===== src/rtl/rr_arbiter_nbit.sv =====
// rr_arbiter_nbit
//   Round-robin arbiter sharing one resource between M = 2**N requesters.
//   Produces a registered one-hot grant plus its N-bit binary index. An owner
//   keeps the grant until it pulses owner_release or drops its request; the
//   pointer then advances to the requester just above the owner, and exactly
//   one idle cycle separates consecutive owners.
//
//   Optional feature: define ARB_WATCHDOG_EN to build a hold counter that
//   revokes a grant after MAX_HOLD consecutive cycles and pulses timeout.
//   Without it, grants persist indefinitely and timeout is tied to 0.
//
// Parameters
//   N         index width, M = 2**N requesters
//   MAX_HOLD  grant cycles before a forced revoke (watchdog only, 1..255)
//
// Ports
//   clk            rising-edge clock
//   rst_n          asynchronous active-low reset
//   req[M]         level-sensitive requests
//   owner_release  owner's single-cycle done pulse ("release" is a reserved
//                  word, hence the longer name); ignored while idle
//   grant[M]       one-hot grant, zero when idle
//   grant_idx[N]   binary index of the owner, holds its last value when idle
//   grant_valid    |grant
//   timeout        one-cycle pulse in the first idle cycle after a revoke
//
// state | meaning
// ------+----------------------------------------------------------
// IDLE  | no owner; arbitrate from ptr on any request
// GRANT | one owner holds the resource until release/req drop/revoke

module rr_arbiter_nbit #(
   parameter int N        = 2,
   parameter int MAX_HOLD = 15
) (
   input  logic              clk,
   input  logic              rst_n,
   input  logic [2**N-1:0]   req,
   input  logic              owner_release,
   output logic [2**N-1:0]   grant,
   output logic [N-1:0]      grant_idx,
   output logic              grant_valid,
   output logic              timeout
);

   localparam int M = 2**N;

   typedef enum logic {IDLE, GRANT} state_t;

   state_t          state, state_next;
   logic [N-1:0]    ptr, ptr_next;
   logic [M-1:0]    grant_next;
   logic [N-1:0]    idx_next;
   logic [N-1:0]    win;
   logic [N-1:0]    cand;
   logic            found;
   logic            rel_cond;
   logic            expire;

   // First set request at or above ptr, wrapping M-1 -> 0 through the
   // natural N-bit overflow of ptr + i.
   always_comb begin
      win   = '0;
      cand  = '0;
      found = 1'b0;
      for (int i = 0; i < M; i++) begin
         cand = ptr + N'(i);
         if (!found && req[cand]) begin
            win   = cand;
            found = 1'b1;
         end
      end
   end

   assign rel_cond = owner_release | ~req[grant_idx];

   always_comb begin
      state_next = state;
      ptr_next   = ptr;
      grant_next = grant;
      idx_next   = grant_idx;
      case (state)
         IDLE: begin
            if (found) begin
               grant_next = {{(M-1){1'b0}}, 1'b1} << win;
               idx_next   = win;
               state_next = GRANT;
            end
         end
         GRANT: begin
            if (rel_cond || expire) begin
               grant_next = '0;
               ptr_next   = grant_idx + 1'b1;
               state_next = IDLE;
            end
         end
         default: begin
            state_next = IDLE;
            grant_next = '0;
         end
      endcase
   end

   always_ff @(posedge clk or negedge rst_n) begin
      if (!rst_n) begin
         state     <= IDLE;
         ptr       <= '0;
         grant     <= '0;
         grant_idx <= '0;
      end else begin
         state     <= state_next;
         ptr       <= ptr_next;
         grant     <= grant_next;
         grant_idx <= idx_next;
      end
   end

   assign grant_valid = |grant;

`ifdef ARB_WATCHDOG_EN
   localparam int HW = $clog2(MAX_HOLD + 1);

   logic [HW-1:0] hold_cnt;
   logic          timeout_q;

   // hold_cnt counts completed GRANT cycles before the current one, so the
   // limit is reached during the MAX_HOLD-th visible grant cycle and the
   // grant is seen for exactly MAX_HOLD cycles.
   assign expire = (state == GRANT) && (hold_cnt == HW'(MAX_HOLD - 1));

   always_ff @(posedge clk or negedge rst_n) begin
      if (!rst_n) begin
         hold_cnt  <= '0;
         timeout_q <= 1'b0;
      end else begin
         if (state == GRANT && state_next == GRANT)
            hold_cnt <= hold_cnt + 1'b1;
         else
            hold_cnt <= '0;
         // A real release in the limit cycle wins and suppresses the pulse.
         timeout_q <= expire && !rel_cond;
      end
   end

   assign timeout = timeout_q;
`else
   assign expire  = 1'b0;
   assign timeout = 1'b0;
`endif

endmodule


===== config.mk =====
export PLATFORM = sky130hd
export DESIGN_NAME = rr_arbiter_nbit
export DESIGN_NICKNAME = d
export VERILOG_FILES = /design/src/rtl/rr_arbiter_nbit.sv
export SDC_FILE = /design/constraint.sdc
export NUM_CORES = 1
export LEC_CHECK = 0
export ABC_AREA = 1
export CAP_MARGIN = 10
export CORE_UTILIZATION = 28
export CTS_CLUSTER_SIZE = 28
export DETAILED_ROUTE_END_ITERATION = 8
export GPL_TIMING_DRIVEN = 0
export PLACE_DENSITY = 0.56
export SYNTH_ARGS = -nofsm -noshare
export SYNTH_HDL_FRONTEND = slang
export SYNTH_SLANG_ARGS = --single-unit

===== constraint.sdc =====
create_clock -name clk -period 3.55 [get_ports clk]
set_input_delay 0.71 -clock clk [delete_from_list [all_inputs] [get_ports clk]]
set_output_delay 0.71 -clock clk [all_outputs]
set_load 0.01 [all_outputs]

# Yosys cells after proc, flatten, opt, wreduce, memory -nomap -nowiden
# Cells that the tools add are included.
dict set report op_classes {
  n_lt_le_gt_ge 5
  eq_ne 2
  bitwise_logic 3
  n_shift 1
  div 0
  addsub 4
  multipliers 0
  n_mux 24
  n_reduce_logical 10
}
# operator count
set op_table {}
lappend op_table {{less-than comparator 2 x 3 -> 1 bit, second input constant} 5}
lappend op_table {{two-way mux 1 bit} 11}
lappend op_table {{binary-select mux 1 bit (select 2 bit)} 5}
lappend op_table {{two-way mux 2 bit} 4}
lappend op_table {{two-way mux 4 bit} 2}
lappend op_table {{case mux 4 bit (2 select lines)} 1}
lappend op_table {{AND reduction 2 bit} 3}
lappend op_table {{adder 2 x 1 -> 2 bit, second input constant} 2}
lappend op_table {{adder 2 bit, second input constant} 2}
lappend op_table {{OR reduction 4 bit} 1}
lappend op_table {{left shift 1 x 2 -> 4 bit, first input constant} 1}
lappend op_table {{logical AND 1 bit} 3}
lappend op_table {{logical NOT 1 bit} 3}
lappend op_table {{inequality test 2 x 1 -> 1 bit, second input constant} 1}
lappend op_table {{inequality test 2 bit, second input constant} 1}
lappend op_table {{NOT 1 bit} 2}
lappend op_table {{case mux 1 bit (2 select lines)} 1}
lappend op_table {{OR 1 bit} 1}
dict set report totals {
  mem_bits_ro 0
  elab_cells 53
  regBits 9
  input_bits 7
  memories 0
  out_inout_bits 8
  ramBits 0
  latch_bits 0
}

# Longest topological paths before layout
# Gate-level depths: netlist (run 1).
dict set report logic_depth {
  word_depth 15
  depth_mapped 12
  mapped_depth_nobuf 12
}

# Least setup slack after synthesis (run 1)
# OpenSTA, ideal clock, no wires.
dict set report synth_timing {
  kind {register to output}
  from {register grant[1]}
  to {output port grant_valid}
  n_path_buf 0
  setup_slack_ps 1859
  stages_incl_launch_ff 2
  t_required_ps 2840
  t_arrival_ps 981
  path_cell_list {dfrtp_1 > or4_1}
}
dict set report synth_via {
  elab_chain_cells 1
}
# item line
set synth_rtl {}
lappend synth_rtl {{start: declaration} 40} ;# output logic [2**N-1:0] grant,
lappend synth_rtl {{start signal: assignment} 113} ;# grant <= grant_next;
lappend synth_rtl {{OR reduction 4 bit} 118} ;# assign grant_valid = |grant;
lappend synth_rtl {{end: declaration} 42} ;# output logic grant_valid,
# No other way between the ends.

# Final worst setup path (run 1)
# Ends and elaborated chain as after synthesis.

==> results of run 1 <==
==> logic make-up after synthesis <==
logic type	after synthesis
flops	9
other cells	1
simple gates	75
buf+inv	14
xor+xnor	1
compound gates	14
==> routing by layer <==
metal | routed length [um] | vias to the layer above | track usage [%]
met5 | 0 | - | 0
met3 | 63 | 2 | 0.698
met1 | 886 | 341 | 17.7
met4 | 5 | 0 | 5.23
met2 | 774 | 17 | 19.1
li1 | - | 408 | -
==> cells in the final DEF (no fill, tap or decap), types with 3 or more instances in the layout <==
master	count
nand2_1	40
o21ai_0	3
dfrtp_1	9
inv_2	5
nand2_4	4
inv_1	7
clkdlybuf4s50_1	13
nand3_1	12
o21ai_1	3
nand2_2	9
clkbuf_4	3
==> worst max-delay path, stage by stage (launching register included) <==
cell	delay (ps)
dfrtp_1	400
or4_1	530
clkdlybuf4s50_1	500
==> Yosys cell counts <==
cell type,number,area (sq um)
inv_2,5,18.8
nand3b_4,1,20.0
a21oi_1,2,10.0
nand3_1,12,60.1
a21o_1,1,7.51
o21ai_1,3,15.0
nand2_4,4,45.0
o21ai_0,3,15.0
buf_4,2,15.0
a31oi_4,1,21.3
nand2_2,9,56.3
o211ai_1,2,15.0
inv_1,7,26.3
xnor2_1,1,8.76
dfrtp_1,9,225
nand3_2,1,10.0
conb_1,1,3.75
o21ai_2,1,8.76
o21ai_4,1,16.3
nor2_1,2,7.51
or4_1,1,7.51
nand3b_1,2,15.0
nand4_1,2,12.5
nor2_8,1,20.0
nand2_1,40,150
==> state kept, by name, indices dropped and copies added (netlist names) <==
register	flops
grant_idx	2
ptr	2
state	1
grant	4
==> power breakdown <==
group / switching (uW) / total, uW / internal (uW)
clock network: 34.5 / 77.8 / 43.2
registers: 54.0 / 202 / 148
logic: 459 / 750 / 292
==> worst max-delay path by stage <==
stage	end	slack (ps)
2_1_floorplan	grant_valid	1860
3_3_place_gp	grant[0]$_DFFE_PN0P_	1300
3_5_place_dp	grant[0]$_DFFE_PN0P_	1310
4_1_cts	grant_valid	1140
5_1_grt	grant_valid	1080
6_report	grant_valid	1160
==> final cells by class <==
cell class / instances / share of cell area, %
inverter: 12 / 4.48
multi-input combinational: 91 / 52.2
clock buffer: 4 / 2.61
tap: 31 / 3.86
sequential: 9 / 22.4
timing repair buffer: 13 / 12.9
buffer: 2 / 1.49
==> through the flow <==
step / setup WS, ps / util, %
2_1_floorplan: 1860 / -
3_3_place_gp: 1300 / 35.5
4_1_cts: 1140 / 36.5
5_1_grt: 1080 / 36.5
3_5_place_dp: 1310 / 35.5
6_report: 1160 / 36.5
==> run summary, run 1 <==
HP Start -> grant[0]$_DFFE_PN0P_
Critical path capture point type -> output port
Core region area -> 2760 sq um
Reg-to-reg startpoint -> ptr[1]$_DFFE_PN0P_
Drt via density -> 4.74
CTS tree -> done
Area after DPL -> 980 sq um
Hold endpoint -> grant[0]$_DFFE_PN0P_
Post-Synth XOR/XNOR Area -> 1.08%
Max_cap viols -> 0
Static leakage -> 0.000512 uW
GRT Total Usage -> 12.3%
PostCTS Resize Cnt -> 0
CP Data Required Time -> 2840 ps
Peak Freq -> 0.419 GHz
Reg clk slew, reported paths -> 60 ps
Initial DRC Count -> 14
Mapped Cells -> 114
Design Area, Final -> 1010 sq um
Mapped Avg Cell Area -> 7.11 sq um
Setup Crit Path Kind -> reg -> out
Nets@finish -> 139
Register area -> 225 sq um
Final period util -> 67.3%
Die Wd -> 55.8 um
Reg2reg path depth -> 11
Total CTS buffers -> 3
Outcome -> finished clean
Mux cell area share after synthesis -> 0%
Max-slew violation count -> 0
RD Place Congestion -> 0.801
Worst-skew pair later-pin latency -> 260 ps
Compound-Gate Fraction of Synth Area -> 13.4%
Pin count of the biggest net entering global routing -> 11
Sink Count -> 9
R2R setup slack -> 1940 ps
Starting Density -> 29.4%
Worst R2R End -> grant[0]$_DFFE_PN0P_
Post-CTS setup buffer count -> 0
Clock root cell -> clkbuf_4
Worst setup startpoint -> grant[1]$_DFFE_PN0P_
PD cells -> 1020 nW/um^2
Routed wire length -> 1730 um
Final setup fails -> 0
Placed instance count -> 158
Worst hold path class -> reg -> reg
Hold Crit Depth -> 2
Max VDD drop -> 429 uV
# IOs -> 15
Synth Area in Adders -> 0%
Total power -> 1030 uW
PortBufs -> 13
Synth Area in Simple Gates -> 49.8%
Row count -> 19
Post-Layout Cell Count -> 162
Synth Cell Area -> 811 sq um
Ys Warns -> 0
DIE AREA -> 3110 sq um
Die H -> 55.8 um
Fin. Hold Viols -> 0
Diodes inserted -> 0
Clk buf depth -> 2
Synth Net Count -> 121
Ratio of cells with drive above 1 in the final layout -> 22.1%
Vias in the first global route -> 728
Worst Skew -> 6.63 ps
Layout fillers -> 294
Post-route minimum period -> 2390 ps
#FFs+latches synth -> 9
Total gr overflow -> 0
Vias post-DR -> 768
Wire per inst -> 10.7 um
Crit path max fanout -> 3
First drt pass iteration count -> 4
H-tree Lvls -> 1
Multi-input logic area -> 526 sq um
Worst Path Arrival -> 1680 ps
Detailed placement HPWL -> 1360 um
Routed Antenna Nets -> 0
Area delta synth->final -> 24.1%
Startpoint Class -> register
Yosys cell types -> 25
Setup TNS -> 0 ps
Initial antenna violation count -> 0
Sequential-to-total area share from yosys stat -> 27.8%
Unrepaired setup endpoints after global routing -> false
First-pass GRT wire length -> 3100 um
DRC viols -> 0
CTS Hold Bufs -> 0
Largest family of logic cells by synthesized area -> simple AND/OR/NAND/NOR gates
Hold WS -> 542 ps
Note: power is estimated with default switching activity, not from simulation.
==> inputs of run 2 (changes only) <==
--- a/config.mk
+++ b/config.mk
@@ -11,7 +11,7 @@
 export CTS_CLUSTER_SIZE = 28
 export DETAILED_ROUTE_END_ITERATION = 8
 export GPL_TIMING_DRIVEN = 0
-export PLACE_DENSITY = 0.56
+export PLACE_DENSITY = 0.58
 export SYNTH_ARGS = -nofsm -noshare
 export SYNTH_HDL_FRONTEND = slang
 export SYNTH_SLANG_ARGS = --single-unit
==> constraint.sdc (replaced) <==
create_clock -name clk -period 1.9 [get_ports clk]
set_input_delay 0.38 -clock clk [delete_from_list [all_inputs] [get_ports clk]]
set_output_delay 0.38 -clock clk [all_outputs]
set_load 0.01 [all_outputs]
==> run summary, run 2 (synthesis gave the netlist of run 1 again) <==
Fin. Hold Viols -> 0 (unchanged)
Detailed placement HPWL -> 1410 um (was 1360 um)
Sink Count -> 9 (unchanged)
Largest register FFs -> 4 (unchanged)
Ratio of cells with drive above 1 in the final layout -> 22.1% (unchanged)
Core region area -> 2760 sq um (unchanged)
Clk buf depth -> 2 (unchanged)
Final period util -> 94.2%
Initial antenna violation count -> 0 (unchanged)
CP Data Required Time -> 1520 ps (was 2840 ps)
Max_cap viols -> 0 (unchanged)
Fin worst setup slack -> 110 ps (was 1160 ps)
PortBufs -> 13 (unchanged)
Setup TNS -> 0 ps (unchanged)
Register share of total power -> 19.5% (was 19.6%)
Outcome -> finished clean (unchanged)
Routed Antenna Nets -> 0 (unchanged)
Initial DRC Count -> 17 (was 14)
Starting Density -> 29.4% (unchanged)
DIE AREA -> 3110 sq um (unchanged)
Commonest non-fill, non-tap cell in the layout -> nand2_1 (unchanged)
Peak Freq -> 0.559 GHz
Commonest non-fill, non-tap cells in the layout -> nand2_1, nand3_1, clkdlybuf4s50_1 (was nand2_1, clkdlybuf4s50_1, nand3_1)
Die H -> 55.8 um (unchanged)
Drt via density -> 4.73 (was 4.74)
RD Place Congestion -> 0.758 (was 0.801)
Startpoint Class -> register (unchanged)
# IOs -> 15 (unchanged)
Worst Path Arrival -> 1410 ps (was 1680 ps)
Setup Crit Path Kind -> reg -> out (unchanged)
Clock power share -> 7.7% (was 7.5%)
Top Registers -> grant (4), grant_idx (2), ptr (2) (unchanged)
PostCTS Resize Cnt -> 1 (was 0)
Crit path max fanout -> 3 (unchanged)
Reg clk slew, reported paths -> 60 ps (about the same)
Unrepaired setup endpoints after global routing -> false (unchanged)
Diodes inserted -> 0 (unchanged)
Vias in the first global route -> 738 (was 728)
Pin count of the biggest net entering global routing -> 11 (unchanged)
Critical path capture point type -> output port (unchanged)
Switch Pwr -> 1030 uW (was 547 uW)
Area delta synth->final -> 24.1% (unchanged)
Gate power share -> 72.8% (about the same)
Post-CTS setup buffer count -> 0 (unchanged)
Biggest register -> grant (unchanged)
Area after DPL -> 980 sq um (unchanged)
Worst Skew -> 0.355 ps (was 6.63 ps)
Pint -> 896 uW (was 483 uW)
GRT Total Usage -> 12.8% (was 12.3%)
Worst-skew pair later-pin latency -> 270 ps (was 260 ps)
H-tree Lvls -> 1 (unchanged)
Total gr overflow -> 0 (unchanged)
Wire per inst -> 10.6 um (was 10.7 um)
Total CTS buffers -> 3 (unchanged)
Nets@finish -> 139 (unchanged)
Post-route minimum period -> 1790 ps
Max VDD drop -> 747 uV (was 429 uV)
Die Wd -> 55.8 um (unchanged)
Row count -> 19 (unchanged)
Design Area, Final -> 1010 sq um (unchanged)
Max-slew violation count -> 0 (unchanged)
Vias post-DR -> 766 (was 768)
CTS Hold Bufs -> 0 (unchanged)
Pre-CTS setup slack -> -50.5 ps (was 1310 ps)
DRC viols -> 0 (unchanged)
Final setup fails -> 0 (unchanged)
Total power -> 1920 uW (was 1030 uW)
First-pass GRT wire length -> 3140 um (was 3100 um)
PD cells -> 1910 nW/um^2 (was 1020 nW/um^2)
Static leakage -> 0.000513 uW (was 0.000512 uW)
Clock root cell -> clkbuf_4 (unchanged)
Routed wire length -> 1720 um (was 1730 um)
First drt pass iteration count -> 5 (was 4)
Worst hold path class -> in -> async (was reg -> reg)
Switching share of total power -> 53.4% (was 53.1%)
CTS tree -> done (unchanged)
run 2: cell count changes in the layout (fill, tap and decap cells not counted), sizes merged:
cell,delta
clkdlybuf4s15,+1
clkdlybuf4s50,-1
run 2: through the flow:
stage                     utilization, %  hold WS [ps]  instances
final                               36.5           401        162
after global routing                36.5           424        162
after CTS                           36.4           403        162
after detailed placement            35.5           529        158
after global placement              35.5           516        158
after floorplan                        -          84.4        114
run 2: final timing paths:
check	start	to	slack, ps	depth (start not counted)
min reg2reg	grant[3]$_DFFE_PN0P_	grant[3]$_DFFE_PN0P_	540	2
max	grant[1]$_DFFE_PN0P_	grant_valid	110	2
max in group asynchronous	rst_n	ptr[1]$_DFFE_PN0P_	1220	1
max reg2reg	ptr[0]$_DFFE_PN0P_	grant[0]$_DFFE_PN0P_	270	11
min in group clk	grant[3]$_DFFE_PN0P_	grant[3]$_DFFE_PN0P_	540	2
min	rst_n	grant[1]$_DFFE_PN0P_	400	1
run 2: area by class of cell:
type	instances	area [sq um]
inverters	12	45.0
repair buffers	13	130
well taps	31	38.8
multi-input cells	91	526
flip-flops and latches	9	225
fillers	314	1750
plain buffers	2	15.0
clock buffers	4	26.3
run 2: worst max-delay path, cell delays in order, from the launching register on:
cell	delay, ps
dfrtp_1	390
or4_1	510
clkdlybuf4s15_1	240
run 2: metal layers:
layer / share of wire [%] / global-route usage, % / up-vias
met5: 0 / 0 / -
met4: 2.6 / 8.36 / 0
met3: 2.3 / 1.63 / 3
met2: 49 / 21.7 / 18
met1: 46 / 15.1 / 340
li1: - / - / 405
run 2: power groups by stage:
stage | clock [uW] | sequential (uW) | combinational (uW)
6_report | 149 | 375 | 1400
5_1_grt | 170 | 391 | 1570
4_1_cts | 158 | 374 | 1410
3_5_place_dp | 0 | 377 | 1420
3_3_place_gp | 0 | 372 | 1390
2_1_floorplan | 0 | 376 | 1080
==> inputs of run 3 (changes only) <==
--- a/config.mk
+++ b/config.mk
@@ -11,7 +11,7 @@
 export CTS_CLUSTER_SIZE = 28
 export DETAILED_ROUTE_END_ITERATION = 8
 export GPL_TIMING_DRIVEN = 0
-export PLACE_DENSITY = 0.58
+export PLACE_DENSITY = 0.56
 export SYNTH_ARGS = -nofsm -noshare
 export SYNTH_HDL_FRONTEND = slang
 export SYNTH_SLANG_ARGS = --single-unit
==> constraint.sdc (replaced) <==
create_clock -name clk -period 2 [get_ports clk]
set_input_delay 0.4 -clock clk [delete_from_list [all_inputs] [get_ports clk]]
set_output_delay 0.4 -clock clk [all_outputs]
set_load 0.01 [all_outputs]
==> run summary, run 3 (synthesis gave the netlist of run 1 again) <==
Outcome -> finished clean (unchanged)
Routed Antenna Nets -> 0 (unchanged)
Detailed placement HPWL -> 1360 um (was 1410 um)
Vias post-DR -> 768 (was 766)
Final setup fails -> 0 (unchanged)
Crit-path cells -> or4_1 -> dlygate4sd2_1 (was or4_1 -> clkdlybuf4s15_1)
Worst Skew -> 6.63 ps (was 0.355 ps)
Layout fillers -> 295 (was 314)
Worst Path Arrival -> 1480 ps (was 1410 ps)
# IOs -> 15 (unchanged)
Clock root cell -> clkbuf_4 (unchanged)
Fin. Hold Viols -> 0 (unchanged)
Pin count of the biggest net entering global routing -> 11 (unchanged)
Vias in the first global route -> 728 (was 738)
Wire per inst -> 10.7 um (was 10.6 um)
PD cells -> 1810 nW/um^2 (was 1910 nW/um^2)
Initial antenna violation count -> 0 (unchanged)
Reg2reg path depth -> 11 (unchanged)
Multi-input logic area -> 526 sq um (unchanged)
CP Data Required Time -> 1600 ps (was 1520 ps)
CTS tree -> done (unchanged)
Post-route minimum period -> 1880 ps
Cell family with most CP delay -> simple AND/OR/NAND/NOR gates (unchanged)
Largest register FFs -> 4 (unchanged)
Post-CTS setup buffer count -> 0 (unchanged)
Routed wire length -> 1730 um (was 1720 um)
DIE AREA -> 3110 sq um (unchanged)
Peak Freq -> 0.533 GHz
Commonest non-fill, non-tap cells in the layout -> nand2_1, nand3_1, clkdlybuf4s50_1 (unchanged)
Placed instance count -> 158 (unchanged)
H-tree Lvls -> 1 (unchanged)
Setup Crit Path Kind -> reg -> out (unchanged)
Nets@finish -> 139 (unchanged)
Final period util -> 93.8%
Max_cap viols -> 0 (unchanged)
DRC viols -> 0 (unchanged)
Critical path capture point type -> output port (unchanged)
Slowest CP cell -> or4_1 (unchanged)
Max-slew violation count -> 0 (unchanged)
Max VDD drop -> 762 uV (was 747 uV)
Sink Count -> 9 (unchanged)
Die H -> 55.8 um (unchanged)
Setup TNS -> 0 ps (unchanged)
Starting Density -> 29.4% (unchanged)
Total gr overflow -> 0 (unchanged)
Row count -> 19 (unchanged)
First drt pass iteration count -> 4 (was 5)
WP buf/inv -> 1 (unchanged)
Die Wd -> 55.8 um (unchanged)
Worst R2R End -> grant[0]$_DFFE_PN0P_ (unchanged)
Post-Layout Cell Count -> 162 (unchanged)
Clk buf depth -> 2 (unchanged)
Core region area -> 2760 sq um (unchanged)
Max incr delay on CP -> 520 ps (was 510 ps)
Commonest non-fill, non-tap cell in the layout -> nand2_1 (unchanged)
Biggest register -> grant (unchanged)
Unrepaired setup endpoints after global routing -> false (unchanged)
Register area -> 225 sq um (unchanged)
GRT Total Usage -> 12.3% (was 12.8%)
RD Place Congestion -> 0.801 (was 0.758)
Diodes inserted -> 0 (unchanged)
Top Registers -> grant (4), grant_idx (2), ptr (2) (unchanged)
Initial DRC Count -> 14 (was 17)
R2R setup slack -> 390 ps (was 270 ps)
Static leakage -> 0.000514 uW (was 0.000513 uW)
PortBufs -> 13 (unchanged)
Total power -> 1820 uW (was 1920 uW)
Area delta synth->final -> 23.9% (was 24.1%)
Startpoint Class -> register (unchanged)
Ratio of cells with drive above 1 in the final layout -> 22.1% (unchanged)
Worst hold path class -> in -> async (unchanged)
Worst-skew pair later-pin latency -> 260 ps (was 270 ps)
Reg clk slew, reported paths -> 60 ps (about the same)
Crit path max fanout -> 3 (unchanged)
Drt via density -> 4.74 (was 4.73)
First-pass GRT wire length -> 3100 um (was 3140 um)
Hold WS -> 434 ps (was 401 ps)
Reg-to-reg startpoint -> ptr[1]$_DFFE_PN0P_ (was ptr[0]$_DFFE_PN0P_)
Total CTS buffers -> 3 (unchanged)
## run 3: cell types whose count changed in the layout (fill, tap and decap cells not counted)
cell / delta
clkdlybuf4s15_1: -1
dlygate4sd2_1: +1
## run 3: layout make-up
cell class	count	area share [%]
Multi-Input combinational cell	91	52.3
Sequential cell	9	22.4
Timing Repair Buffer	13	12.8
Inverter	12	4.48
Tap cell	31	3.86
Clock buffer	4	2.62
Buffer	2	1.49
## run 3: metrics by stage
stage | setup WS (ps) | instance area, sq um | util [%]
2_1_floorplan | 594 | 811 | -
3_3_place_gp | 56.6 | 980 | 35.5
6_report | 124 | 1000 | 36.4
4_1_cts | 109 | 1000 | 36.4
3_5_place_dp | 65.5 | 980 | 35.5
5_1_grt | 43.7 | 1000 | 36.4
## run 3: timing repair
action / in CTS / in global routing
endpoints found under the setup margin: 1 / 0
hold buffers: 0 / 0
resized for setup: 1 / 0
## run 3: layer usage
layer / global-route usage (%) / part of all wire (%) / wire length, um
met5: 0 / 0 / 0
met2: 19.1 / 45 / 774
met1: 17.7 / 51 / 885
met3: 0.698 / 3.6 / 63
met4: 5.23 / 0.29 / 5
## run 3: report_power, final
| group | internal (uW) | switching (uW) | leakage [uW] | total [uW] |
|---|---|---|---|---|
| sequential | 263 | 95.9 | 0.000114 | 359 |
| combinational | 508 | 813 | 0.000385 | 1320 |
| clock | 76.8 | 61.3 | 0.0000150 | 138 |
| total | 848 | 971 | 0.000514 | 1820 |
## run 3: worst max path at each step
stage,slack [ps],endpoint,start,cells after the start
detailed placement,70,grant[0]$_DFFE_PN0P_,req[0],11
CTS,110,grant_valid,grant[1]$_DFFE_PN0P_,2
floorplan,590,grant[0]$_DFFE_PN0P_,ptr[0]$_DFFE_PN0P_,11
global route,40,grant_valid,grant[1]$_DFFE_PN0P_,2
finish,120,grant_valid,grant[1]$_DFFE_PN0P_,2
global placement,60,grant[0]$_DFFE_PN0P_,req[0],11
